--- config.mk ---
export PLATFORM = sky130hd
export DESIGN_NAME = prga
export DESIGN_NICKNAME = d
export VERILOG_FILES = /design/src/rtl/arc4_pkg.sv /design/src/rtl/prga_dp.sv /design/src/rtl/prga.sv
export SDC_FILE = /design/constraint.sdc
export NUM_CORES = 1
export LEC_CHECK = 0
export ABC_CLOCK_PERIOD_IN_PS = 3400
export BUFFER_PORTS_ARGS = -buffer_cell sky130_fd_sc_hd__clkbuf_2
export CORE_MARGIN = 2
export CORE_UTILIZATION = 57
export CTS_CLUSTER_SIZE = 25
export DETAILED_ROUTE_END_ITERATION = 6
export PLACE_DENSITY = 0.81
export RECOVER_POWER = 25
export SLEW_MARGIN = 5
export SYNTH_ARGS = -nofsm -noshare
export SYNTH_HDL_FRONTEND = slang
export SYNTH_HIERARCHICAL = 1
export SYNTH_SLANG_ARGS = --single-unit
--- constraint.sdc ---
create_clock -name clk -period 3.4 [get_ports clk]
set_clock_uncertainty 0.05 [all_clocks]
set_input_delay 0.34 -clock clk [delete_from_list [all_inputs] [get_ports clk]]
set_output_delay 0.34 -clock clk [all_outputs]
set_load 0.03 [all_outputs]
--- src/rtl/arc4_pkg.sv ---
// Shared constants and types for the ARC4 keystream/decrypt engine.
// The state encodings are fixed constants so the netlist encoding stays stable.
package arc4_pkg;

    localparam int BYTE_W = 8;

    typedef logic [BYTE_W-1:0] byte_t;

    localparam byte_t LEN_ADDR = 8'd0;

    typedef logic [3:0] prga_state_t;

    localparam prga_state_t ST_IDLE   = 4'd0;
    localparam prga_state_t ST_RD_LEN = 4'd1;
    localparam prga_state_t ST_WR_LEN = 4'd2;
    localparam prga_state_t ST_RD_SI  = 4'd3;
    localparam prga_state_t ST_RD_SJ  = 4'd4;
    localparam prga_state_t ST_WR_SI  = 4'd5;
    localparam prga_state_t ST_WR_SJ  = 4'd6;
    localparam prga_state_t ST_RD_PAD = 4'd7;
    localparam prga_state_t ST_WR_PT  = 4'd8;

endpackage

--- src/rtl/prga_dp.sv ---
// PRGA datapath: index registers, the swapped S values and the address adders.
// All arithmetic is 8-bit and wraps modulo 256 by construction.
module prga_dp
    import arc4_pkg::*;
(
    input  logic  clk,
    input  logic  rst,
    input  logic  clr_i,
    input  logic  ld_n_i,
    input  byte_t len_i,
    input  logic  init_ik_i,
    input  logic  inc_ik_i,
    input  logic  ld_si_i,
    input  logic  ld_sj_i,
    input  byte_t s_rddata_i,
    output byte_t i_o,
    output byte_t j_o,
    output byte_t j_next_o,
    output byte_t k_o,
    output byte_t s_i_o,
    output byte_t pad_addr_o,
    output logic  last_o
);

    byte_t i_q, i_d;
    byte_t j_q, j_d;
    byte_t k_q, k_d;
    byte_t n_q, n_d;
    byte_t s_i_q, s_i_d;
    byte_t s_j_q, s_j_d;

    assign j_next_o   = j_q + s_rddata_i;
    assign pad_addr_o = s_i_q + s_j_q;
    assign last_o     = (k_q == n_q);

    assign i_o   = i_q;
    assign j_o   = j_q;
    assign k_o   = k_q;
    assign s_i_o = s_i_q;

    always_comb begin
        i_d   = i_q;
        j_d   = j_q;
        k_d   = k_q;
        n_d   = n_q;
        s_i_d = s_i_q;
        s_j_d = s_j_q;
        if (clr_i) begin
            i_d   = '0;
            j_d   = '0;
            k_d   = '0;
            n_d   = '0;
            s_i_d = '0;
            s_j_d = '0;
        end
        if (ld_n_i) begin
            n_d = len_i;
        end
        if (init_ik_i) begin
            i_d = 8'd1;
            k_d = 8'd1;
        end
        if (inc_ik_i) begin
            i_d = i_q + 8'd1;
            k_d = k_q + 8'd1;
        end
        // j advances in the same cycle S[i] is captured, so the S[j] read sees the new j
        if (ld_si_i) begin
            s_i_d = s_rddata_i;
            j_d   = j_next_o;
        end
        if (ld_sj_i) begin
            s_j_d = s_rddata_i;
        end
    end

    always_ff @(posedge clk) begin
        if (rst) begin
            i_q   <= '0;
            j_q   <= '0;
            k_q   <= '0;
            n_q   <= '0;
            s_i_q <= '0;
            s_j_q <= '0;
        end else begin
            i_q   <= i_d;
            j_q   <= j_d;
            k_q   <= k_d;
            n_q   <= n_d;
            s_i_q <= s_i_d;
            s_j_q <= s_j_d;
        end
    end

endmodule

--- src/rtl/prga.sv ---
// ARC4 PRGA/decrypt controller: walks ct[1..N] against a KSA-permuted S RAM
// and writes pt[0..N]; six cycles per byte over synchronous-read RAMs.
module prga
    import arc4_pkg::*;
(
    input  logic              clk,
    input  logic              rst,
    input  logic              en,
    output logic              rdy,
    output logic [BYTE_W-1:0] s_addr,
    input  logic [BYTE_W-1:0] s_rddata,
    output logic [BYTE_W-1:0] s_wrdata,
    output logic              s_wren,
    output logic [BYTE_W-1:0] ct_addr,
    input  logic [BYTE_W-1:0] ct_rddata,
    output logic [BYTE_W-1:0] pt_addr,
    output logic [BYTE_W-1:0] pt_wrdata,
    output logic              pt_wren
);

    prga_state_t state_q, state_d;

    logic  clr, ld_n, init_ik, inc_ik, ld_si, ld_sj, last;
    byte_t i_v, j_v, j_next, k_v, s_i_v, pad_addr;

    prga_dp u_dp (
        .clk        (clk),
        .rst        (rst),
        .clr_i      (clr),
        .ld_n_i     (ld_n),
        .len_i      (ct_rddata),
        .init_ik_i  (init_ik),
        .inc_ik_i   (inc_ik),
        .ld_si_i    (ld_si),
        .ld_sj_i    (ld_sj),
        .s_rddata_i (s_rddata),
        .i_o        (i_v),
        .j_o        (j_v),
        .j_next_o   (j_next),
        .k_o        (k_v),
        .s_i_o      (s_i_v),
        .pad_addr_o (pad_addr),
        .last_o     (last)
    );

    always_comb begin
        state_d   = state_q;
        rdy       = 1'b0;
        s_addr    = '0;
        s_wrdata  = '0;
        s_wren    = 1'b0;
        ct_addr   = '0;
        pt_addr   = '0;
        pt_wrdata = '0;
        pt_wren   = 1'b0;
        clr       = 1'b0;
        ld_n      = 1'b0;
        init_ik   = 1'b0;
        inc_ik    = 1'b0;
        ld_si     = 1'b0;
        ld_sj     = 1'b0;
        case (state_q)
            ST_IDLE: begin
                rdy = 1'b1;
                if (en) begin
                    clr     = 1'b1;
                    state_d = ST_RD_LEN;
                end
            end
            ST_RD_LEN: begin
                ct_addr = LEN_ADDR;
                state_d = ST_WR_LEN;
            end
            ST_WR_LEN: begin
                ld_n      = 1'b1;
                pt_addr   = LEN_ADDR;
                pt_wrdata = ct_rddata;
                pt_wren   = 1'b1;
                if (ct_rddata == '0) begin
                    state_d = ST_IDLE;
                end else begin
                    init_ik = 1'b1;
                    state_d = ST_RD_SI;
                end
            end
            ST_RD_SI: begin
                s_addr  = i_v;
                state_d = ST_RD_SJ;
            end
            ST_RD_SJ: begin
                ld_si   = 1'b1;
                s_addr  = j_next;
                state_d = ST_WR_SI;
            end
            // S[j] arrives now and goes straight back into S[i]; i==j rewrites the same value
            ST_WR_SI: begin
                ld_sj    = 1'b1;
                s_addr   = i_v;
                s_wrdata = s_rddata;
                s_wren   = 1'b1;
                state_d  = ST_WR_SJ;
            end
            ST_WR_SJ: begin
                s_addr   = j_v;
                s_wrdata = s_i_v;
                s_wren   = 1'b1;
                state_d  = ST_RD_PAD;
            end
            ST_RD_PAD: begin
                s_addr  = pad_addr;
                ct_addr = k_v;
                state_d = ST_WR_PT;
            end
            ST_WR_PT: begin
                pt_addr   = k_v;
                pt_wrdata = s_rddata ^ ct_rddata;
                pt_wren   = 1'b1;
                if (last) begin
                    state_d = ST_IDLE;
                end else begin
                    inc_ik  = 1'b1;
                    state_d = ST_RD_SI;
                end
            end
            default: begin
                state_d = ST_IDLE;
            end
        endcase
    end

    always_ff @(posedge clk) begin
        if (rst) begin
            state_q <= ST_IDLE;
        end else begin
            state_q <= state_d;
        end
    end

endmodule

; After elaboration in Yosys (flattened, before gate mapping)
; Index checks and enable logic that the tools add are counted.
[classes]
n_addsub = 4
multipliers = 0
n_div = 0
n_lt_le_gt_ge = 0
n_eq_ne = 10
shifts = 0
n_mux = 29
bitwise_logic = 1
n_reduce_logical = 9
[ops]
columns = op, n
row1 = 8-bit two-way mux, 10
row2 = 4-bit one-hot mux with 9 select lines, 1
row3 = 8-bit one-hot mux with 2 select lines, 2
row4 = 8-bit one-hot mux with 4 select lines, 1
row5 = 8-bit by 1-bit adder with 8-bit output (second input constant), 2
row6 = 8-bit adder, 2
row7 = 4-bit by 3-bit equality test with 1-bit output (second input constant), 4
row8 = 1-bit two-way mux, 12
row9 = 4-bit by 2-bit equality test with 1-bit output (second input constant), 2
row10 = 8-bit equality test, 1
row11 = 8-bit zero test, 1
row12 = 8-bit XOR, 1
row13 = 2-bit nonzero test, 3
row14 = 2-bit OR reduction, 3
row15 = 4-bit by 1-bit equality test with 1-bit output (second input constant), 1
row16 = 4-bit equality test (second input constant), 1
row17 = 4-bit zero test, 1
row18 = 2-bit two-way mux, 2
row19 = 4-bit two-way mux, 1
row20 = 3-bit nonzero test, 1
row21 = 2-bit inequality test (second input constant), 1
[totals]
register_bits = 52
latchBits = 0
ram_bits = 0
romBits = 0
word_cells = 60
mem_count = 0

; Logic depth before layout (Yosys ltp)
; Gate-level depths: netlist (run 1).
[depth]
depth_word = 5
ltp_mapped = 11
mapped_depth_nobuf = 11

; Hierarchy
; The synthesis (run 1) kept the hierarchy.
[modules_own_cells]
columns = module, n_inst, cells_per_inst, area_each_um2
row1 = prga_dp, 1, 323, 2701.3
row2 = prga, 1, 130, 1027.2

; Worst setup path after synthesis (run 1)
; No wires, ideal clock.
[synth_path]
kind = register -> register
from = reg state_q[1]
to = reg u_dp.i_q[4] (netlist: u_dp/i_o[4])
arrival_ns = 2.777
path_slack_ns = 0.446
stages_incl_launch_ff = 12
n_path_buf = 5
period_less_slack_ns = 2.954
cell_sequence = dfxtp_1 > buf_6 > clkbuf_8 > buf_2 > nor4_1 > and2_1 > buf_2 > or3_1 > clkbuf_1 > o21ai_0 > a21oi_1 > nor2_1
[synth_lines]
columns = item, line_no
row1 = "start, declared", prga.sv:21  ; prga_state_t state_q, state_d;
row2 = "start signal, assigned", prga.sv:135  ; state_q <= state_d;
row3 = 4-bit zero test, prga.sv:62  ; case (state_q)
row4 = 1-bit two-way mux, prga.sv:62
row5 = named net clr, prga.sv:23  ; logic clr, ld_n, init_ik, inc_ik, ld_si, ld_sj, last;
row6 = 3-bit nonzero test (no source line), n/a
row7 = "end signal, assigned", prga_dp.sv:86  ; i_q <= i_d;
row8 = "end, declared", prga_dp.sv:25  ; byte_t i_q, i_d;
; The timed path passes the listed nets, and every way through them passes these cells.
; A chain may end at the register's enable or synchronous reset.

; Worst setup path after layout (run 1)
[layout_path]
from = reg u_dp.j_q[0] (netlist: u_dp/j_o[0])
to = out s_addr[6]
[layout_between]
elab_chain_len = 2
[layout_rtl]
columns = item, line_no
row1 = "start, declared", prga_dp.sv:26  ; byte_t j_q, j_d;
row2 = "start signal, assigned", prga_dp.sv:87  ; j_q <= j_d;
row3 = 8-bit adder, prga_dp.sv:32  ; assign j_next_o = j_q + s_rddata_i;
row4 = named net j_next[6], prga.sv:24  ; byte_t i_v, j_v, j_next, k_v, s_i_v, pad_addr;
row5 = 8-bit one-hot mux with 4 select lines, prga.sv:62
row6 = "end, declared", prga.sv:10  ; output logic [BYTE_W-1:0] s_addr,
; The timed path passes the listed nets, and every way through them passes these cells.

==> results.py, run 1 <==
metrics = {
    "final_layout": {
        "syn_to_final_growth_pct": 10.10,
        "num_antenna_cells": 0,
        "final_util_pct": 64.65,
        "final_cell_mix": "58 x clkbuf_2, 53 x nor2_1, 52 x dfxtp_1",
        "fin_cells": 574,
        "layout_commonest_cell": "clkbuf_2",
        "drive_gt1_share_pct": 19.92,
        "nets": 533,
    },
    "critical_path": {
        "cp-end-kind": "output port",
        "critPathMaxFanout": 3,
        "rr_endpoint": "u_dp/j_o[3]",
        "crit_chain": "ha_1, fa_2, a21o_2, a21oi_4, o211ai_2, xor2_1, or3b_2, a21oi_1, a221o_1, clkbuf_4",
        "worst_r2r_startpoint": "state_q[0]",
        "cp-startpoint": "u_dp/j_o[0]",
        "crit_end": "s_addr[6]",
        "crit_arrival_ns": 2.86,
        "path_class": "flop to output port",
        "slowest_delay_ns": 0.46,
        "critPathSlowestCell": "or3b_2",
        "reg2reg_slack_ns": 0.60,
        "required_ns": 3.01,
        "worstSetupStartpointType": "flop",
        "reg2reg_depth": 6,
    },
    "yosys": {
        "synth-simple-area-share_pct": 28.93,
        "synth_compound_area_share_pct": 22.58,
        "synthXorXnorAreaFrac_pct": 5.403,
        "syn_nets": 490,
        "yosys.area_share.adder_pct": 6.443,
        "synthMuxAreaShare_pct": 1.946,
        "netlist_instances": 453,
        "synthTopCellsByArea": "dfxtp_1 28%, a21oi_1 6.4%, nor3b_1 5.6%",
        "ys_warn_count": 6,
        "yosysTopAreaCell": "dfxtp_1",
        "synth_edf_count": 0,
        "synth_top_area_share_pct": 27.92,
        "synth_top_family_by_area": "simple AND/OR/NAND/NOR gates",
        "synth-seq-cells": 52,
        "syn_area_mm2": 0.003729,
        "async_flop_share_pct": 0,
        "seq_area_frac_synth_pct": 27.92,
        "synth_ff_type": "dfxtp_1",
        "syn_area_per_cell_um2": 8.231,
        "post_synth_num_cell_types": 62,
    },
    "grt": {
        "gr-max-usage-layer": "met2",
        "grt_use_total_pct": 27.25,
        "met3_usage_pct": 3.502,
        "antenna_found_initial": 0,
        "use_met2_pct": 42.95,
        "gr-total-overflow": 0,
        "grt_first_pass_wirelength_mm": 15.99,
        "grt_pass1_vias": 3256,
        "gr-usage-met1_pct": 38.92,
        "grt_max_degree": 52,
    },
    "detailed_routing": {
        "drc": 0,
        "routed_via_density": 6.270,
        "drt-total-wl_mm": 9.805,
        "routedWlPerCell_um": 17.08,
        "drt-pass1-iter-count": 5,
        "final_antenna_net_count": 0,
        "vias": 3599,
        "drt_iter0_drc": 278,
    },
    "sta": {
        "fmax_ghz": 0.3077,
        "rsz0062_at_grt": "no",
        "tns_ns": 0,
        "setup_viol": 0,
        "tightest_slew_ns": 0.8950,
        "setup_ws_ns": 0.1506,
        "fin_hold_ws_ns": 0.2607,
        "hold_viol": 0,
        "fin_crit_ns": 3.249,
        "fin_crit_sh_pct": 95.57,
        "slew_viol_final": 0,
        "slew_headroom_pct": 40.08,
    },
    "clock_tree": {
        "clk_latency_ns": 0.32,
        "numCtsBuffers": 5,
        "clockBufferDepth": 2,
        "cts_num_sinks": 52,
        "cts_hold_buffers": 0,
        "cts_tree": "done",
        "htreeDepth": 2,
        "path_clk_slew_ns": 0.10,
        "cts-root-buf": "clkbuf_8",
    },
    "floorplanning": {
        "dieArea_mm2": 0.007205,
        "initial_core_util_pct": 58.72,
        "die_h_um": 84.88,
        "die_width_um": 84.88,
        "rows": 29,
        "core_area_mm2": 0.006350,
        "io_pins": 62,
    },
    "run_status": {
        "status": "finished, final reports clean",
    },
    "placed_design": {
        "dp_hpwl_mm": 6.893,
        "dp_slack_ns": 0.2571,
        "gp_congestion": 0.8662,
        "dp.cells": 565,
        "portBuffers": 61,
    },
    "run": {
        "max_cap_violations": 0,
    },
    "pwr": {
        "vdd_drop_max_v": 0.0001707,
        "powerDensity_mw_per_mm2": 342.0,
        "leakagePower_nw": 1.688,
    },
    "min_path": {
        "hold_path_class": "input pin to flop",
        "holdCritStartpoint": "ct_rddata[5]",
    },
}
==> critical path, delay by kind of cell, from the launching register on <==
| kind | cells | cell delay (ns) |
|---|---|---|
| AO/OA/AOI/OAI | 5 | 0.82 |
| XOR/XNOR | 1 | 0.19 |
| adder cells (fa/ha/maj) | 2 | 0.56 |
| buffers and inverters | 1 | 0.18 |
| flip-flops | 1 | 0.33 |
| AND/OR/NAND/NOR | 1 | 0.46 |
==> worst min path at each step <==
stage / slack [ns] / end / depth (start not counted)
global route: 0.28 / u_dp/n_q[5] / 3
global placement: 0.43 / u_dp/i_o[7] / 1
finish: 0.26 / u_dp/n_q[5] / 3
CTS: 0.27 / u_dp/n_q[5] / 3
detailed placement: 0.44 / u_dp/i_o[7] / 1
floorplan: 0.36 / state_q[3] / 1
==> cells in the mapped netlist (2+ instances only) <==
cell type / count
a211oi_1: 3
a21o_1: 3
a21oi_1: 48
a21oi_2: 4
a221o_1: 8
a221oi_1: 2
a22o_1: 16
a22oi_1: 2
a311oi_1: 5
a41oi_1: 4
and2_1: 17
and3_1: 5
buf_1: 5
buf_2: 8
buf_6: 4
clkbuf_1: 13
clkbuf_8: 4
dfxtp_1: 52
fa_1: 2
ha_1: 16
inv_1: 12
mux2i_1: 5
nand2_1: 16
nand2b_1: 5
nand3_1: 12
nand3b_1: 3
nand4_1: 3
nor2_1: 53
nor2b_1: 14
nor3_1: 7
nor3b_1: 28
nor4_1: 3
nor4b_1: 2
o21ai_0: 15
or3b_2: 6
xnor2_1: 17
xor2_1: 6
==> per-layer routing <==
layer,up-vias,routed length (um)
li1,1715,-
met1,1721,4426
met2,143,4627
met3,20,551
met4,0,200
met5,-,0
==> state kept, by name, indices dropped and copies added, names as in the netlist <==
name        flops
state_q         4
u_dp/i_o        8
u_dp/j_o        8
u_dp/k_o        8
u_dp/n_q        8
u_dp/s_i_o      8
u_dp/s_j_q      8
==> metrics by stage <==
step | area [um^2] | total power, mW
final | 4105 | 1.404
after global routing | 4105 | 1.463
after CTS | 4110 | 1.411
after detailed placement | 3989 | 0.9557
after global placement | 3989 | 0.9485
after floorplan | 3729 | 0.8869
==> repair_timing <==
action,in CTS,in global routing
setup buffers,0,1
endpoints found under the setup margin,0,1
gates resized for setup,0,4
==> where the power goes <==
group | leakage, nW | internal, mW | switching [mW] | total, mW
registers | 0.420 | 0.623 | 0.0326 | 0.656
logic | 1.21 | 0.102 | 0.184 | 0.287
clock network | 0.0614 | 0.241 | 0.220 | 0.461
==> cell type report <==
class,instances,area [um^2]
multi-input combinational,355,2440
fill,550,2245
sequential,52,1041
timing repair buffer,70,361.6
tap,77,96.34
clock buffer,6,82.58
inverter,12,45.04
clock inverter,2,38.79
==> cells by family after synthesis <==
family | Yosys count
XOR/XNOR | 23
adder cells (fa/ha/maj) | 18
AO/OA/AOI/OAI | 122
AND/OR/NAND/NOR | 185
buffers and inverters | 46
flip-flops | 52
multiplexers | 7
No activity file was read; power rests on OpenSTA's default activity.
==> run 2, diff against run 1 <==
ABC_AREA = 1   (was default)
ABC_CLOCK_PERIOD_IN_PS = 4000   (was 3400)
CORE_UTILIZATION = 61   (was 57)
PLACE_DENSITY = 0.86   (was 0.81)
clock period = 4 ns   (was 3.4 ns; I/O delays follow)
==> run 2 against run 1 <==
The run now ends with capacitance limit, slew limit left. Synthesized cell count is 19% higher. Clock power down 22%. Final area down 5.3%. Cell count rose by 16%. First-iteration DRC count shrank 13%.
==> results.py, run 2 <==
metrics = {
    "run_status": {
        "status": "finished with violations",
        "violations": "capacitance limit, slew limit",
    },
    "clock_tree": {
        "htreeDepth": 2,
        "cts-root-buf": "clkbuf_8",
        "clk_latency_ns": 0.30,
        "clockBufferDepth": 2,
        "numCtsBuffers": 5,
        "cts_hold_buffers": 0,
        "ctsResizeCount": 0,
        "path_clk_slew_ns": 0.10,
        "cts_tree": "done",
        "cts_setup_buffers": 0,
        "cts_num_sinks": 52,
    },
    "final_layout": {
        "fillCellCount": 465,
        "final_cell_mix": "201 x nand2_1, 58 x clkbuf_2, 53 x a21oi_1",
        "layout_commonest_cell": "nand2_1",
        "final_util_pct": 70.57,
        "syn_to_final_growth_pct": 11.69,
        "drive_gt1_share_pct": 15.01,
        "nets": 629,
        "num_antenna_cells": 0,
    },
    "detailed_routing": {
        "final_antenna_net_count": 0,
        "drc": 0,
        "vias": 3609,
        "routedWlPerCell_um": 13.36,
        "routed_via_density": 5.427,
        "drt-total-wl_mm": 8.886,
        "drt-pass1-iter-count": 5,
        "drt_iter0_drc": 243,
    },
    "yosys": {
        "syn_area_per_cell_um2": 6.468,
        "synth_top_area_share_pct": 29.92,
        "ys_warn_count": 6,
        "async_flop_share_pct": 0,
        "yosysMostFrequentCell": "nand2_1",
        "post_synth_num_cell_types": 38,
        "syn_area_mm2": 0.003480,
        "seq_area_frac_synth_pct": 29.92,
        "synth-seq-cells": 52,
        "syn_nets": 575,
        "synthTopCellsByArea": "dfxtp_1 30%, nand2_1 22%, a21oi_1 7.6%",
        "yosysTopAreaCell": "dfxtp_1",
        "synth_ff_type": "dfxtp_1",
        "netlist_instances": 538,
        "synth_commonest_cells": "201 x nand2_1, 53 x a21oi_1, 52 x dfxtp_1, 44 x inv_1, 35 x nor2_1",
        "synth_edf_count": 0,
    },
    "floorplanning": {
        "initial_core_util_pct": 63.19,
        "io_pins": 62,
        "core_area_mm2": 0.005507,
        "die_h_um": 79.53,
        "die_width_um": 79.53,
        "dieArea_mm2": 0.006324,
        "rows": 27,
    },
    "critical_path": {
        "reg2reg_depth": 9,
        "worstSetupStartpointType": "flop",
        "crit_family": "adder cells",
        "critPathMaxFanout": 3,
        "worst-path-stages": 10,
        "critPathSlowestCell": "fa_1",
        "crit_chain": "ha_1, inv_1, fa_1, inv_1, nand4_1, nand3_1, xor2_1, nand2_1, nand4_1, clkbuf_2",
        "required_ns": 3.55,
        "cp-end-kind": "output port",
        "cp_num_buf_inv": 3,
        "slowest_delay_ns": 0.44,
        "crit_arrival_ns": 2.27,
        "path_class": "flop to output port",
    },
    "sta": {
        "tightest_slew_ns": 1.951,
        "setup_ws_ns": 1.276,
        "fin_crit_sh_pct": 68.09,
        "setup_viol": 0,
        "tns_ns": 0,
        "slew_headroom_pct": -30.07,
        "fmax_ghz": 0.3672,
        "slew_viol_final": 44,
        "hold_viol": 0,
        "fin_crit_ns": 2.724,
        "rsz0062_at_grt": "no",
    },
    "pwr": {
        "vdd_drop_max_v": 0.0002034,
        "powerDensity_mw_per_mm2": 356.5,
        "p_seq_share_pct": 42.0,
        "power.switching_uw": 527.4,
        "leakagePower_nw": 1.683,
        "clkPwrFrac_pct": 26.1,
        "p_comb_share_pct": 31.9,
        "p_int_uw": 858.2,
        "swShare_pct": 38.06,
    },
    "placed_design": {
        "gp_congestion": 0.9374,
        "portBuffers": 61,
        "dp_hpwl_mm": 6.651,
        "dp_slack_ns": 1.502,
    },
    "run": {
        "max_cap_violations": 1,
    },
    "grt": {
        "met3_usage_pct": 3.620,
        "grt_max_degree": 44,
        "grt_first_pass_wirelength_mm": 14.48,
        "gr-total-overflow": 0,
        "grt_use_total_pct": 28.99,
        "antenna_found_initial": 0,
        "use_met2_pct": 48.15,
        "gr-max-usage-layer": "met2",
        "grt_pass1_vias": 3107,
        "gr-usage-met1_pct": 39.42,
    },
    "min_path": {
        "hold_path_class": "input pin to flop",
        "worstHoldPathCells": 3,
    },
}
[run 2: final cells by class]
| class | instances | area (um^2) | area share, % |
|---|---|---|---|
| timing repair buffer | 62 | 309.0 | 7.952 |
| tap | 72 | 90.09 | 2.318 |
| inverter | 51 | 191.4 | 4.926 |
| clock inverter | 3 | 42.54 | 1.095 |
| clock buffer | 5 | 68.82 | 1.771 |
| multi-input combinational | 420 | 2143 | 55.15 |
| sequential | 52 | 1041 | 26.79 |
[run 2: metrics by stage]
stage               std cells  hold WS, ns  instance area (um^2)  power (mW)
floorplan                 538       0.3946                  3480      0.9294
global placement          657       0.4042                  3791       1.030
detailed placement        657       0.4114                  3791       1.040
CTS                       665       0.3174                  3902       1.398
global route              665       0.3364                  3886       1.464
finish                    665       0.3296                  3886       1.386
[run 2: worst paths after layout]
| path | startpoint | end | slack [ns] |
|---|---|---|---|
| hold / removal | ct_rddata[7] | u_dp/n_q[7] | 0.33 |
| setup reg to reg | u_dp/k_o[5] | u_dp/i_o[4] | 1.56 |
| setup / recovery | u_dp/s_i_o[0] | s_addr[6] | 1.28 |
| hold reg to reg | u_dp/s_j_q[0] | u_dp/s_j_q[0] | 0.42 |
[run 2: logic make-up (layout without fill, tap and decap cells)]
group / count (synthesis) / after routing / synth area share, %
and+or+nand+nor: 295 / 295 / 36.43
buffers and inverters: 66 / 121 / 8.126
DFF: 52 / 52 / 29.92
xor gates and xnor gates: 24 / 24 / 6.041
AOI/OAI and AO/OA: 83 / 83 / 12.59
adders and majority gates: 18 / 18 / 6.904
[run 2: metal layers]
layer	vias to the layer above	wire (um)
li1	1835	-
met1	1634	3983
met2	129	4183
met3	11	600
met4	0	119
met5	-	0
[run 2: worst register-to-register path, delay by kind of cell (launching register included)]
kind	cells	cell delay [ns]
and+or+nand+nor	5	1.13
DFF	1	0.47
xor gates and xnor gates	1	0.15
AOI/OAI and AO/OA	1	0.17
buffers and inverters	2	0.38
[run 2: power groups by stage]
stage          logic, mW  clock network, mW  registers (mW)
2_1_floorplan      0.343                  0           0.586
3_3_place_gp       0.438                  0           0.592
3_5_place_dp       0.446                  0           0.594
4_1_cts            0.448              0.368           0.582
5_1_grt            0.486              0.391           0.587
6_report           0.442              0.361           0.582
